## src/rtl/reciprocal_nr_refine.sv

```systemverilog
// Newton-Raphson reciprocal refinement behind a 4-bit seed LUT: x <- x*(2 - d*x) in U1.15,
// with one shared 16x16 multiplier, alternating the d*x and x*e products each iteration.
module reciprocal_nr_refine #(
    parameter int ITER = 2
) (
    input  logic        clk,
    input  logic        rst_n,
    input  logic        in_valid,
    output logic        in_ready,
    input  logic [15:0] in_d,
    output logic [3:0]  lut_idx,
    input  logic [15:0] lut_seed,
    output logic        out_valid,
    input  logic        out_ready,
    output logic [15:0] out_recip,
    output logic        out_err,
    output logic        busy
);
    typedef enum logic [2:0] {IDLE, SEED, MUL1, MUL2, DONE} state_t;

    localparam logic [2:0] ITER_L = 3'(ITER);

    state_t      state;
    logic [15:0] d_reg;
    logic [15:0] x_reg;
    logic [15:0] t_reg;
    logic [1:0]  iter_cnt;

    logic [16:0] e;
    logic [15:0] e16;
    logic [15:0] mul_a;
    logic [31:0] prod;
    logic [15:0] prod_sat;
    logic [2:0]  iter_next;

    // MUL1 forms d*x; MUL2 reuses the same multiplier for x*(2 - d*x).
    always_comb begin
        e         = 17'h10000 - {1'b0, t_reg};
        e16       = e[16] ? 16'hFFFF : e[15:0];
        mul_a     = (state == MUL1) ? d_reg : e16;
        prod      = 32'(mul_a) * 32'(x_reg);
        prod_sat  = prod[31] ? 16'hFFFF : prod[30:15];
        iter_next = {1'b0, iter_cnt} + 3'd1;
    end

    assign in_ready = (state == IDLE);
    assign busy     = (state != IDLE);
    assign lut_idx  = d_reg[14:11];

    always_ff @(posedge clk or negedge rst_n) begin
        if (!rst_n) begin
            state     <= IDLE;
            d_reg     <= '0;
            x_reg     <= '0;
            t_reg     <= '0;
            iter_cnt  <= '0;
            out_valid <= 1'b0;
            out_recip <= '0;
            out_err   <= 1'b0;
        end else begin
            case (state)
                IDLE: begin
                    if (in_valid) begin
                        d_reg <= in_d;
                        if (!in_d[15]) begin
                            out_err   <= 1'b1;
                            out_recip <= 16'hFFFF;
                            out_valid <= 1'b1;
                            state     <= DONE;
                        end else begin
                            out_err <= 1'b0;
                            state   <= SEED;
                        end
                    end
                end
                SEED: begin
                    x_reg    <= lut_seed;
                    iter_cnt <= '0;
                    if (ITER_L == 3'd0) begin
                        out_recip <= lut_seed;
                        out_valid <= 1'b1;
                        state     <= DONE;
                    end else begin
                        state <= MUL1;
                    end
                end
                MUL1: begin
                    t_reg <= prod_sat;
                    state <= MUL2;
                end
                MUL2: begin
                    x_reg    <= prod_sat;
                    iter_cnt <= iter_cnt + 2'd1;
                    if (iter_next < ITER_L) begin
                        state <= MUL1;
                    end else begin
                        out_recip <= prod_sat;
                        out_valid <= 1'b1;
                        state     <= DONE;
                    end
                end
                DONE: begin
                    // Result and error flag are held untouched until the consumer takes them.
                    if (out_ready) begin
                        out_valid <= 1'b0;
                        state     <= IDLE;
                    end
                end
                default: state <= IDLE;
            endcase
        end
    end
endmodule

```

## config.mk

```make
export PLATFORM = sky130hd
export DESIGN_NAME = reciprocal_nr_refine
export DESIGN_NICKNAME = d
export VERILOG_FILES = /design/src/rtl/reciprocal_nr_refine.sv
export SDC_FILE = /design/constraint.sdc
export NUM_CORES = 1
export LEC_CHECK = 0
export CAP_MARGIN = 5
export CORE_MARGIN = 3
export CORE_UTILIZATION = 35
export CTS_CLUSTER_DIAMETER = 50
export DETAILED_ROUTE_END_ITERATION = 8
export MAX_ROUTING_LAYER = met4
export PLACE_DENSITY = 0.52
export SYNTH_ARGS = -nofsm -noshare
export SYNTH_HDL_FRONTEND = slang
export SYNTH_SLANG_ARGS = --single-unit
```

## constraint.sdc

```tcl
create_clock -name clk -period 16.9 [get_ports clk]
set_clock_uncertainty 0.15 [all_clocks]
set_input_delay 5.07 -clock clk [delete_from_list [all_inputs] [get_ports clk]]
set_output_delay 5.07 -clock clk [all_outputs]
set_load 0.05 [all_outputs]
```

==> run_results.csv <==
group,metric,value,unit
timing,rsz0062_at_grt,"false",
floorplan,num_rows,66,
synth,yosysTopAreaCell,"fa_1",
clock_tree,htree_levels,3,
synth,ys.flop_type,"dfrtp_1",
clock_tree,postCtsHoldBufs,0,
clock_tree,cts_resized,0,
route,wl,31200,microns
timing,min_period,8.74,ns
route,dr_wl_met2,15000,microns
timing,slew_violations,0,
grt,overflow,0,
finish,finalNetCount,1718,
timing,fin_crit_sh,0.517,
synth,synth.avg_cell_area,8.62,sq um
critical_path,crit_required,16.92,ns
run_status,status,"complete, no violations",
synth,synth_async_sr_flop_share,1.00,
synth,syn-cell-area,11800,sq um
finish,fillers,3352,
route,detail_route.vias_per_cell,4.96,
synth,synth-edff-count,0,
synth,synthCells,1364,
timing,fin_tns_setup,0,ns
clock_tree,postCtsSetupBuffers,0,
hold_path,hold_class,"reg -> reg",
clock_tree,numCtsBuffers,9,
run,max-cap-violations,0,
synth,synth_fp_nets,1696,
timing,clock.fmax,0.114,GHz
route,drtIter0Drc,561,
grt,antenna_found_initial,1,
grt,grt_start_max_net_pins,72,
synth,synth_common_cells,"249 x nand2_1, 235 x inv_1, 193 x fa_1",
finish,ff_latch_area,1780,sq um
clock_tree,clk_pin_slew_worst_paths,0.06,ns
floorplan,start_util,0.358,
floorplan,ios,60,
synth,yosysWarnings,0,
synth,synthTopCellsByArea,"fa_1 33%, dfrtp_1 15%, ha_1 11%",
place,dp_hpwl,24400,microns
floorplan,die_area,35800,sq um
hold_path,hold_depth,2,
grt,first_global_vias,9682,
critical_path,start_kind,"flip-flop",
place,place.gp.congestion,0.890,
route,wl_per_cell,17.0,microns
synth,synth-seq-cells,71,
clock_tree,clkLatencyLatePin,0.33,ns
clock_tree,cts_buffer_depth,2,
floorplan,die_w,189,microns
route,drc,0,
timing,final_hold_viol_count,0,
critical_path,critical_path_class,"reg -> reg",
synth,yosys.cell_types.count,59,
timing,relSlewSlack,0.327,
grt,grt_pass1_wl,52200,microns
finish,antenna_cells,0,
critical_path,crit_path_end_kind,"flip-flop",
floorplan,fp.coreArea,32800,sq um
synth,yosysMostFrequentCell,"nand2_1",
critical_path,worst_r2r_path_depth,25,
clock_tree,cts_tree,"done",
finish,area_delta_synth_final,11.3,%
timing,setup_violations,0,
synth,netlist.area_leader.share,0.329,
place,io_buffers,59,
floorplan,die_h,189,microns
finish,drive_gt1_frac,0.0367,
route,top_layer,"met4",
route,vias,9092,
clock_tree,cts-root-buf,"clkbuf_16",
route,dr.pass1.iters,5,
grt,grtUsageTotal,0.188,
route,wl_met1,14900,microns
timing,tightest_slew,1.01,ns
route,antenna_left,0,
critical_path,worstPathMaxFanout,30,
route,met3_length,1080,microns
critical_path,crit_arrival,8.76,ns
clock_tree,cts.sinks,71,
finish,multi_input_area,8850,sq um
synth,synth_seq_area_share,0.151,
-- per-stage QoR --
| stage | instance area (sq um) | util | cells | hold WS (ns) | setup slack [ns] |
|---|---|---|---|---|---|
| floorplan | 11800 | - | 1364 | 0.296 | 9.37 |
| global placement | 12800 | 0.390 | 1817 | 0.322 | 8.20 |
| detailed placement | 12800 | 0.390 | 1817 | 0.322 | 8.22 |
| CTS | 13100 | 0.399 | 1833 | 0.337 | 8.16 |
| global route | 13100 | 0.399 | 1833 | 0.350 | 7.45 |
| finish | 13100 | 0.399 | 1833 | 0.331 | 8.16 |
-- layout by cell type, fill, tap and decap left out, types with 3 or more instances in the layout --
master / count
clkbuf_16: 9
buf_4: 20
o22ai_1: 3
o21ai_0: 50
a31oi_1: 14
nand2_1: 249
nor2_1: 68
nand4_1: 5
a211oi_1: 7
ha_1: 103
xor2_1: 17
nor3b_2: 4
a21oi_1: 50
o211ai_1: 3
dfrtp_1: 71
and2_1: 112
nand2b_1: 3
o21ai_1: 4
nor3_1: 10
nor3b_1: 11
clkdlybuf4s50_1: 58
o22a_1: 9
fa_1: 193
a21o_1: 4
o21bai_1: 4
o211a_1: 3
or3_1: 5
a31oi_2: 3
inv_1: 235
nand3_1: 8
and3_1: 3
nor2b_1: 6
xnor2_1: 10
-- cells by family after synthesis --
| logic type | after synthesis | share of synthesized area |
|---|---|---|
| compound gates | 168 | 0.0867 |
| flops | 71 | 0.151 |
| buf+inv | 302 | 0.0982 |
| mux | 3 | 0.00266 |
| simple gates | 496 | 0.202 |
| fa+ha+maj | 296 | 0.438 |
| xor+xnor | 28 | 0.0209 |
-- routing by layer --
| metal | track usage | vias to the layer above |
|---|---|---|
| met5 | - | - |
| met4 | 0.0242 | 0 |
| met3 | 0.0157 | 20 |
| met2 | 0.304 | 167 |
| met1 | 0.268 | 4633 |
| li1 | - | 4272 |
-- area by class of cell --
| class | instances | area share |
|---|---|---|
| clock inverters | 6 | 0.00526 |
| flip-flops and latches | 71 | 0.136 |
| multi-input cells | 991 | 0.676 |
| inverters | 235 | 0.0674 |
| well taps | 442 | 0.0423 |
| repair buffers | 78 | 0.0558 |
| clock buffers | 10 | 0.0175 |
-- worst max-delay path: stages, from the launching register on --
cell	delay (ns)
dfrtp_1	0.96
nand2_1	0.79
buf_4	0.46
a31oi_1	0.19
buf_4	0.31
nand2_1	0.12
fa_1	0.54
fa_1	0.51
fa_1	0.51
inv_1	0.05
fa_1	0.52
fa_1	0.53
inv_1	0.06
fa_1	0.47
inv_1	0.04
ha_1	0.31
a21oi_1	0.27
o21ai_0	0.15
nand2_1	0.09
a31oi_1	0.09
a31oi_2	0.30
o31ai_2	0.15
xnor2_2	0.15
buf_4	0.22
nor2_1	0.46
o21ai_0	0.14
-- path summary, 6_finish.rpt --
| kind | from | to | slack (ns) |
|---|---|---|---|
| min in group asynchronous | rst_n | iter_cnt[0] | 4.71 |
| worst min-delay path | out_err | out_err | 0.33 |
| max in group asynchronous | rst_n | x_reg[3] | 11.29 |
| worst max-delay path | state[1] | t_reg[2] | 8.16 |
| worst max register to register | state[1] | t_reg[2] | 8.16 |
| worst min register to register | out_err | out_err | 0.33 |
Power is not shown: default switching activity piles up to over one toggle a cycle in this logic, so the estimate is an artifact.
